--- config.mk ---
export PLATFORM = sky130hd
export DESIGN_NAME = coeff_lut_stream
export DESIGN_NICKNAME = d
export VERILOG_FILES = /design/src/rtl/coeff_pkg.sv /design/src/rtl/coeff_regfile.sv /design/src/rtl/coeff_lut_stream.sv
export SDC_FILE = /design/constraint.sdc
export NUM_CORES = 1
export LEC_CHECK = 0
export BUFFER_PORTS_ARGS = -buffer_cell sky130_fd_sc_hd__buf_4
export CAP_MARGIN = 20
export CORE_ASPECT_RATIO = 0.9
export CORE_UTILIZATION = 62
export CTS_CLUSTER_SIZE = 40
export DETAILED_ROUTE_END_ITERATION = 6
export PLACE_DENSITY_LB_ADDON = 0.15
export RECOVER_POWER = 100
export SLEW_MARGIN = 20
export SYNTH_ARGS = -nofsm -noshare
export SYNTH_HDL_FRONTEND = slang
export SYNTH_SLANG_ARGS = --single-unit
--- constraint.sdc ---
create_clock -name clk -period 3.2 [get_ports clk]
set_clock_uncertainty 0.1 [all_clocks]
set_input_delay 0.48 -clock clk [delete_from_list [all_inputs] [get_ports clk]]
set_output_delay 0.48 -clock clk [all_outputs]
set_load 0.1 [all_outputs]
--- src/rtl/coeff_pkg.sv ---
// coeff_pkg: shared FSM encoding and default coefficient table for coeff_lut_stream
package coeff_pkg;
  typedef enum logic [1:0] {IDLE, LOAD, STREAM, FINISH} state_t;
  localparam int DEFAULT_COUNT = 8;
  localparam logic [15:0] DEFAULT_COEFFS [DEFAULT_COUNT] = '{
    16'h0080, 16'h0015, 16'h0008, 16'h0004, 16'h0002, 16'h0001, 16'h0001, 16'h0001
  };
  function automatic logic [15:0] default_coeff(input int i);
    return (i < DEFAULT_COUNT) ? DEFAULT_COEFFS[i[2:0]] : 16'h0000;
  endfunction
endpackage

--- src/rtl/coeff_regfile.sv ---
// coeff_regfile: coefficient array with reset-to-defaults, write port, registered read and combinational fetch
module coeff_regfile
  import coeff_pkg::*;
#(
  parameter int DATA_W = 16,
  parameter int ADDR_W = 4
) (
  input  logic              clk,
  input  logic              rst,
  input  logic              wr_en,
  input  logic [ADDR_W-1:0] wr_addr,
  input  logic [DATA_W-1:0] wr_data,
  input  logic [ADDR_W-1:0] rd_addr,
  output logic [DATA_W-1:0] rd_data,
  input  logic [ADDR_W-1:0] fetch_addr,
  output logic [DATA_W-1:0] fetch_data
);
  localparam int DEPTH = 1 << ADDR_W;
  logic [DATA_W-1:0] mem [DEPTH];
  always_ff @(posedge clk) begin
    if (rst) begin
      for (int i = 0; i < DEPTH; i++) mem[i] <= DATA_W'(default_coeff(i));
      rd_data <= '0;
    end else begin
      if (wr_en) mem[wr_addr] <= wr_data;
      rd_data <= mem[rd_addr];
    end
  end
  assign fetch_data = mem[fetch_addr];
endmodule

--- src/rtl/coeff_lut_stream.sv ---
// coeff_lut_stream: writable coefficient table that streams entries 0..n_terms-1 over valid/ready
module coeff_lut_stream
  import coeff_pkg::*;
#(
  parameter int DATA_W = 16,
  parameter int ADDR_W = 4
) (
  input  logic              clk,
  input  logic              rst,
  input  logic              wr_en,
  input  logic [ADDR_W-1:0] wr_addr,
  input  logic [DATA_W-1:0] wr_data,
  input  logic [ADDR_W-1:0] rd_addr,
  output logic [DATA_W-1:0] rd_data,
  input  logic              start,
  input  logic [ADDR_W:0]   n_terms,
  output logic              out_valid,
  input  logic              out_ready,
  output logic [DATA_W-1:0] out_data,
  output logic [ADDR_W-1:0] out_index,
  output logic              busy,
  output logic              done
);
  localparam int DEPTH = 1 << ADDR_W;
  state_t state, state_n;
  logic [ADDR_W:0] cnt, cnt_n;
  logic [ADDR_W-1:0] idx_n, fetch_addr;
  logic [DATA_W-1:0] data_n, fetch_data;
  logic valid_n, last;
  coeff_regfile #(.DATA_W(DATA_W), .ADDR_W(ADDR_W)) u_regfile (
    .clk(clk), .rst(rst), .wr_en(wr_en), .wr_addr(wr_addr), .wr_data(wr_data),
    .rd_addr(rd_addr), .rd_data(rd_data), .fetch_addr(fetch_addr), .fetch_data(fetch_data)
  );
  assign last = ({1'b0, out_index} + (ADDR_W+1)'(1)) == cnt;
  assign fetch_addr = (state == LOAD) ? '0 : out_index + ADDR_W'(1);
  assign busy = state != IDLE;
  assign done = state == FINISH;
  always_comb begin
    state_n = state;
    cnt_n = cnt;
    idx_n = out_index;
    data_n = out_data;
    valid_n = out_valid;
    case (state)
      IDLE: if (start) begin
        cnt_n = (n_terms > (ADDR_W+1)'(DEPTH)) ? (ADDR_W+1)'(DEPTH) : n_terms;
        idx_n = '0;
        state_n = (n_terms == '0) ? FINISH : LOAD;
      end
      LOAD: begin
        data_n = fetch_data;
        idx_n = '0;
        valid_n = 1'b1;
        state_n = STREAM;
      end
      STREAM: if (out_ready) begin
        valid_n = !last;
        state_n = last ? FINISH : STREAM;
        idx_n = last ? out_index : fetch_addr;
        data_n = last ? out_data : fetch_data;
      end
      default: state_n = IDLE;
    endcase
  end
  always_ff @(posedge clk) begin
    if (rst) begin
      state <= IDLE;
      cnt <= '0;
      out_index <= '0;
      out_data <= '0;
      out_valid <= 1'b0;
    end else begin
      state <= state_n;
      cnt <= cnt_n;
      out_index <= idx_n;
      out_data <= data_n;
      out_valid <= valid_n;
    end
  end
endmodule

**Word-level counts from Yosys, hierarchy flattened**

Memories as Yosys holds them, arrays and structs flattened. A register that Yosys moved wholly into a read port is not among the register bits.
Index checks and enable logic that the tools add are counted.

- Eq/ne operators: 7
- Order comparisons: 1
- Multiplexer cells: 24
- Reductions and logical operators: 12
- Add/subtract/negate cells: 2

Operators with widths:

| operator | count |
|---|---|
| $mux W16 | 3 |
| $pmux W16 S2 | 1 |
| $mux W4 | 5 |
| $reduce_or A16 Y1 | 1 |
| $pmux W4 S3 | 1 |
| $mux W1 | 8 |
| $mux W2 | 3 |
| $ne A2 B2 Y1 const B | 3 |
| $pmux W2 S3 | 1 |
| $reduce_and A2 Y1 | 3 |
| $add A4 B1 Y5 const B | 1 |
| $eq A5 B5 Y1 | 1 |
| $gt A5 B5 Y1 const B | 1 |
| $logic_not A5 Y1 | 1 |
| $mux W5 | 1 |
| $add A4 B1 Y4 const B | 1 |
| $eq A2 B2 Y1 const B | 2 |
| $reduce_and A4 Y1 | 1 |
| $reduce_bool A2 Y1 | 2 |
| $reduce_and A3 Y1 | 1 |
| $reduce_bool A3 Y1 | 1 |
| $eq A2 B1 Y1 const B | 1 |
| $logic_not A2 Y1 | 1 |
| $pmux W1 S2 | 1 |
| $logic_not A1 Y1 | 1 |

- Register bits after elaboration: 28
- Memories kept: 1
- RAM bits: 256
- Output and inout bits: 39

Memories:

| memory | depth | bits a word | read ports | clocked after memory_dff | wr ports | RTL line | RTL |
|---|---|---|---|---|---|---|---|
| u_regfile.mem | 16 | 16 | 2 | 1 | 16 | coeff_regfile.sv:19 | `logic [DATA_W-1:0] mem [DEPTH];` |

**Logic depth before layout (Yosys ltp)**

Gate-level depths: netlist of run 1.
An unclocked memory read counts as a cell.

- Word-level depth: 6
- Depth in mapped cells: 10
- Gate-level depth less buffers: 8

**Hierarchy**

A second synthesis of run 1 with hierarchy kept.

- Cells, all modules: 1,076
- Area, all modules: 15,448.6 sq um

Modules (own cells, without submodules):

| module | area an instance (sq um) | instances | cells an instance |
|---|---|---|---|
| coeff_regfile | 14,169.8 | 1 | 938 |
| coeff_lut_stream | 1,278.7 | 1 | 138 |

**Least setup slack after synthesis of run 1**

No wires, ideal clock.

- Path kind: reg-to-reg
- Start: reg out_index[1]
- End: reg out_data[12]
- Required time: 3.029 ns
- Path slack: 0.125 ns
- Library setup time: 0.071 ns
- Cell stages (with the launch flop): 10
- Buffers on the path: 2
- Arrival: 2.905 ns
- Path through: dfxtp_1 > ha_1 > buf_2 > nor2b_1 > a21o_1 > a32oi_4 > buf_6 > o32ai_1 > or4_1 > a21oi_1

- Longest elaborated chain between the ends: 6
- Elaborated cells between the ends (all ways): 10
- Classes of those cells: add/sub: 2; eq/ne: 2; mux: 4; reduce/logical: 1; memory: 1

Ends and longest elaborated chain:

| element | RTL line | RTL |
|---|---|---|
| start, declared | coeff_lut_stream.sv:20 | `output logic [ADDR_W-1:0] out_index,` |
| start signal, assigned | coeff_lut_stream.sv:75 | `out_index <= idx_n;` |
| $add A4 B1 Y4 | coeff_lut_stream.sv:35 | `assign fetch_addr = (state == LOAD) ? '0 : out_index + ADDR_W'(1);` |
| $mux W4 | coeff_lut_stream.sv:35 |  |
| $mem_v2 Z16 W16 | -- |  |
| $mux W16 | coeff_lut_stream.sv:60 | `data_n = last ? out_data : fetch_data;` |
| $mux W16 | coeff_lut_stream.sv:56 | `STREAM: if (out_ready) begin` |
| $pmux W16 S2 | coeff_lut_stream.sv:44 | `case (state)` |
| end signal, assigned | coeff_lut_stream.sv:76 | `out_data <= data_n;` |
| end, declared | coeff_lut_stream.sv:19 | `output logic [DATA_W-1:0] out_data,` |

Parallel ways exist; a longest one is shown, timed or not. The select of a mux whose other input is x is not followed.
A chain may end at the register's enable or synchronous reset.

**Worst setup path after layout of run 1**

- Start: reg out_index[1]
- End: reg out_data[8]

The elaborated chain is that of the path after synthesis.

==> impl_results.md, run 1 <==
* Worst hold path class: primary input to flop
* Std-Cell Rows at 54
* Unrepaired setup endpoints after global routing: no
* Syn Area/Cell at 12.9 sq um
* EDFF count, synth at ~260
* Worst skew pair latency at approximately 0.60 ns
* Min Tclk post-route at 3.06 ns
* Number of global-route vias before repair at about 11000
* CP max stage delay at ~0.80 ns
* H-tree levels at 1
* Reg2reg start: out_index[1]
* Sinks on Clock Net at 300
* R2R Setup Slk at 0.14 ns
* CP cell instances: ha_4, or2_2, o21ai_1, a221oi_2, clkbuf_1, buf_4, a2111oi_0, or4_1, a21oi_1
* Synth unique cells at 54
* Ports at 73
* Critical Path End: out_data[8]
* Die H at roughly 150 microns
* Hold depth at 3
* Max_cap viols at 6
* Avg WL per Cell at approximately 27 microns
* First-pass GRT wire length at around 65 mm
* Synth Net Count at 1249
* Routability cong. at between 0.9 and 1
* IR drop worst, VDD at just over 0.6 mV
* TNS Setup at 0 ns
* Post-cts resize count at 0
* Fin util at 0.712
* Die ar. at 25800 sq um
* ANT cells at 0
* Total track usage at 0.346
* Hold_buf cts at 0
* Leak pwr at between 5 and 6 nW
* Max FO, Critical Path at 11
* Synth Flop Type: edfxtp_1
* DR vias/cell at roughly 6.7
* Num CTS Buffers at 31
* Final Net Count at between 1000 and 1500
* Worst-path clk slew at ~0.070 ns
* Layout cells sized above 1 at 0.167
* DR DRC count at 0
* Data arrival, critical path at 3.45 ns
* Final setup viols at 0
* CTS tree: built
* Yosys reg bits at 300
* Crit path capture type: flop
* Wire length on met2 at roughly 21 mm
* Clock buffer depth at 3
* Startpoint types: flop
* Final worst slack at about 0.14 ns
* Max Slew Vio Count at 102
* Die X at 169 microns
* Synthesized area at approximately 16000 sq um
* Outcome: complete, but fails checks
* Setup Buffers After CTS at 0
* Initial antenna violation count at 0
* CP Data Required Time at about 3.6 ns
* Final Hold Viols at 0
* Detailed Place HPWL at around 28 mm
* Initial Util at 0.637
* Post-Synthesis Cells at 1209
* Layout Area Growth over Synthesis at 11.8%
* Final antenna-violating net count at 0
* PnR Total Power at about 12 mW
* Hold Slack at around 0.11 ns
* Vias at ~11000
* Root Buffer Master: clkbuf_16
* Core area at roughly 24000 sq um
* Wl on met1 at 16.4 mm
* Routed WL at around 44 mm
* Crit-path slowest cell: a221oi_2
* FF-to-FF End: out_data[8]
* Max layer used: met4
* Crit Path Class: flop to flop
* Synth warn at 0
* Power Density at between 600 and 700 nW/um^2
* Largest net degree at the start of global routing at about 110
* Port-buffer cells at a little over 70
* DR iter-0 viols at 1457
* Failing checks: max-capacitance violations, max-slew violations
* Drt first pass iters at 5
* Sequential share of the synthesized area at 0.550
* Async SR Flop Fraction at 0
* Worst setup path start: out_index[1]
* Grt ovf at 0
* Max frequency at ~330 MHz
* Period utilization at 0.957
* Worst-margin pin slew at about 1.7 ns
* Met3 wire length at ~4.4 mm
* Dpl ws at roughly 0.28 ns
* R2r worst-path depth at 9
* Rel. slew slack at -0.153
==> critical path, delay by kind of cell (launching register included) <==
| family | cells | cell delay, ns |
|---|---|---|
| compound gates | 4 | 1.14 |
| simple gates | 2 | 0.62 |
| flops | 1 | 0.45 |
| buf+inv | 2 | 0.42 |
| fa+ha+maj | 1 | 0.25 |
==> per-stage QoR <==
step           cell area [sq um]  std cells
2_1_floorplan              15600       1209
3_3_place_gp               16600       1562
3_5_place_dp               16600       1562
4_1_cts                    17700       1620
5_1_grt                    17400       1620
6_report                   17400       1620
==> worst min-delay path by stage <==
stage	start	to	slack [ns]
6_report	start	cnt[4]	0.11
5_1_grt	start	cnt[4]	0.12
3_3_place_gp	out_data[14]	out_data[14]	0.34
2_1_floorplan	cnt[4]	cnt[4]	0.36
4_1_cts	start	cnt[4]	0.10
3_5_place_dp	out_data[1]	out_data[1]	0.35
==> synthesized netlist by cell type, types with 10 or more instances <==
cell type  instances  area (sq um)
o21ai_0           17          85.1
clkbuf_1          60           225
mux2i_1           61           611
or3_1             13          81.3
buf_2             35           175
o32ai_1           15           131
or4_1             16           120
or2_2             17           106
mux4_2            82          1850
a2111oi_0         15           131
dfxtp_1           44           881
and2_1           248          1550
a221oi_1          31           272
a211oi_1          14           105
a21oi_1           64           320
nor2_1            58           218
a22oi_1           10          75.1
nand2_1           47           176
nor2b_1           19           119
edfxtp_1         256          7690
==> routing by layer <==
| metal | up-vias | GRT usage |
|---|---|---|
| li1 | 4663 | - |
| met1 | 5389 | 0.469 |
| met2 | 718 | 0.552 |
| met3 | 139 | 0.0457 |
| met4 | 0 | 0.179 |
| met5 | - | 0 |
==> kinds of logic (layout without fill, tap and decap cells) <==
group / after synthesis / count (layout) / share of synthesized area
flops: 300 / 300 / 0.550
fa+ha+maj: 6 / 6 / 0.00482
xor+xnor: 7 / 7 / 0.00442
compound gates: 187 / 187 / 0.0849
mux: 144 / 144 / 0.159
buf+inv: 115 / 190 / 0.0315
simple gates: 450 / 450 / 0.166
==> report_power, final <==
part	switching, mW	internal, mW
Clock	1.57	2.25
Sequential	0.211	4.57
Combinational	2.45	1.03
Total	4.24	7.85
==> sequential cells by signal (all words and copies together), names as in the netlist <==
signal / flops
u_regfile.mem: 256
out_data: 16
u_regfile.rd_data: 16
cnt: 5
out_index: 4
state: 2
out_valid: 1
==> layout make-up <==
type / instances / area, sq um
sequential: 300 / 8570
fill: 1761 / 7050
multi-input combinational: 794 / 6530
clock buffer: 38 / 863
timing repair buffer: 122 / 761
tap: 336 / 420
clock inverter: 20 / 220
inverter: 10 / 37.5
==> placed cells by master (no fill, tap or decap), types with 5 or more instances in the layout <==
master     count
or2_0          8
nand2b_1       6
a211oi_1      15
a21oi_1       65
nor2b_1       19
buf_4         58
nor2_1        57
dfxtp_1       43
nor3b_1        8
mux4_2        82
nand2_1       47
a22oi_1       10
buf_12         5
clkbuf_16     32
o21ai_0       17
nor3_1         6
a2111oi_0     15
clkbuf_1      58
clkinv_2       8
a221oi_1      31
edfxtp_1     256
or3_1         13
or4_1         16
or2_1          9
inv_1          8
mux2i_1       61
and2_1       111
and2_0       137
o32ai_1       15
No activity file was read; power rests on OpenSTA's default activity.
==> inputs of run 2 (changes only) <==
==> constraint.sdc (replaced) <==
create_clock -name clk -period 3.2 [get_ports clk]
set_clock_uncertainty 0.1 [all_clocks]
set_input_delay 0.32 -clock clk [delete_from_list [all_inputs] [get_ports clk]]
set_output_delay 0.32 -clock clk [all_outputs]
set_load 0.1 [all_outputs]
==> impl_results.md, run 2 (synthesis gave the netlist of run 1 again) <==
* Setup Buffers After CTS at 0 (unchanged)
* Die X at 169 microns (unchanged)
* Final antenna-violating net count at 0 (unchanged)
* Worst hold start: n_terms[4]
* Min Tclk post-route at 3.05 ns (-0.0115 ns)
* Rel. slew slack at -0.148 (+0.00420)
* Avg WL per Cell at 27.5 microns (+0.92%)
* DR vias/cell at 6.79 (+0.85%)
* CP Data Required Time at 3.52 ns (-0.07 ns)
* Layout cells sized above 1 at 0.166 (-0.000775)
* Routed WL at 44.7 mm (+1.3%)
* Total track usage at 0.352 (+0.00596)
* Max frequency at 328 MHz (+0.38%)
* Port-buffer cells at 72 (unchanged)
* Met2 GRT Util at 0.566 (+0.0142)
* Drt first pass iters at 5 (unchanged)
* Largest net degree at the start of global routing at 53 (-52%)
* Fillers at 1748 (-0.74%)
* Root Buffer Master: clkbuf_16
* Fin area at 17400 sq um (+0.16%)
* Fin util at 0.713 (+0.00113)
* Final Hold Viols at 0 (unchanged)
* Routability cong. at 0.921 (-1.3%)
* Core area at 24500 sq um (unchanged)
* M1 GR Usage at 0.479 (+0.00997)
* TNS Setup at 0 ns (unchanged)
* Max FO, Critical Path at 11 (unchanged)
* Max_cap viols at 3 (-3)
* Layout Area Growth over Synthesis at 12.0%
* IR drop worst, VDD at 0.563 mV (-8.2%)
* Period utilization at 0.953 (-0.00361)
* First-pass GRT wire length at 65.8 mm (+1.1%)
* Hold depth at 3 (unchanged)
* Leak pwr at 5.78 nW (+0.56%)
* Worst hold path class: primary input to flop
* DR DRC count at 0 (unchanged)
* Cell Area, Placed at 16500 sq um (-0.21%)
* Max Slew Vio Count at 51 (-50%)
* Grt peak-use layer: met2
* Worst setup path start: out_index[1]
* Power Density at 696 nW/um^2 (+0.27%)
* Std-Cell Rows at 54 (unchanged)
* Hold_buf cts at 1 (+1)
* Vias at 11000 (+1.2%)
* Initial Util at 0.637 (unchanged)
* Final setup viols at 0 (unchanged)
* Biggest regs: u_regfile.mem: 256 flops, out_data: 16 flops, u_regfile.rd_data: 16 flops
* DR iter-0 viols at 1592 (+9.3%)
* Final Net Count at 1305 (+0.46%)
* Data arrival, critical path at 3.37 ns (-0.08 ns)
* Sinks on Clock Net at 300 (unchanged)
* Detailed Place HPWL at 27.7 mm (+0.54%)
* ANT cells at 0 (unchanged)
* Number of global-route vias before repair at 10500 (-2.9%)
* FF-to-FF End: out_data[10]
* CTS tree: built
* Max reg flops at 256 (unchanged)
* Register name with the most flops: u_regfile.mem
* Crit path capture type: flop
* Die H at 152 microns (unchanged)
* Post-cts resize count at 0 (unchanged)
* Reg2reg start: out_index[1]
* Grt ovf at 0 (unchanged)
* Outcome: complete, but fails checks
* Unrepaired setup endpoints after global routing: no
* Clock buffer depth at 3 (unchanged)
* Worst skew pair latency at 0.52 ns (-0.08 ns)
* Startpoint types: flop
* Crit Path Class: flop to flop
* H-tree levels at 2 (+1)
* Num CTS Buffers at 34 (+9.7%)
* Failing checks: max-capacitance violations, max-slew violations
* Most frequent cells in the layout: edfxtp_1 (256), and2_1 (126), and2_0 (122)
* Die ar. at 25800 sq um (unchanged)
* Ports at 73 (unchanged)
* Worst-path clk slew at 0.06 ns (about the same)
* Worst-margin pin slew at 1.72 ns (-0.00629 ns)
* R2R Setup Slk at 0.15 ns (about the same)
* Initial antenna violation count at 0 (unchanged)
* R2r worst-path depth at 8 (-1)
* Met3 GRT Util at 0.0509 (+0.00519)
* Leading cell type in the layout, fill and taps excluded: edfxtp_1
* Hold EP: cnt[4]
==> run 2: cell types whose count changed in the layout (fill, tap and decap cells not counted), moves of 3 or more <==
cell       before  now
and2_0        137  122
and2_1        111  126
buf_12          5    2
clkbuf_1       58   65
clkbuf_16      32   37
clkinv_2        8    3
or2_0           8    3
or2_1           9   12
==> run 2: through the flow <==
stage          hold slack, ns  worst slack [ns]  power, mW  cells
6_report               0.0118             0.149       12.1   1626
3_3_place_gp            0.347             0.383       8.25   1564
2_1_floorplan           0.355             0.125       7.29   1209
4_1_cts               0.00491             0.245       12.2   1626
5_1_grt                0.0142            0.0506       12.5   1626
3_5_place_dp            0.354             0.321       8.31   1564
==> run 2: how the worst max path moves through the flow <==
stage,end,slack (ns),depth (start not counted)
floorplan,out_data[12],0.12,9
global placement,out_data[5],0.38,9
detailed placement,out_data[5],0.32,9
CTS,out_data[5],0.24,9
global route,out_data[5],0.05,9
finish,out_data[10],0.15,8
==> run 2: layer usage <==
metal / vias to the layer above / routed length (microns)
li1: 4685 / -
met1: 5431 / 17000
met2: 788 / 21200
met3: 139 / 4340
met4: 0 / 2140
met5: - / 0
==> run 2: power breakdown <==
group	switching, mW	internal (mW)	total, mW
Sequential	0.209	4.57	4.78
Combinational	2.40	1.01	3.41
Clock	1.56	2.38	3.94
==> run 2: final cells by class <==
class | count | area [sq um] | area share
inverters | 10 | 37.5 | 0.00215
multi-input cells | 794 | 6540 | 0.375
clock inverters | 12 | 111 | 0.00639
well taps | 336 | 420 | 0.0241
flip-flops and latches | 300 | 8570 | 0.492
repair buffers | 125 | 736 | 0.0422
clock buffers | 49 | 1020 | 0.0586
==> run 2: worst max-delay path, stage by stage (launching register included) <==
cell and delay [ns]:
dfxtp_1 0.47, ha_4 0.26, or2_2 0.13, o21ai_1 0.08, a221oi_2 0.81, clkbuf_2 0.37
a2111oi_0 0.10, or4_1 0.49, a21oi_1 0.14
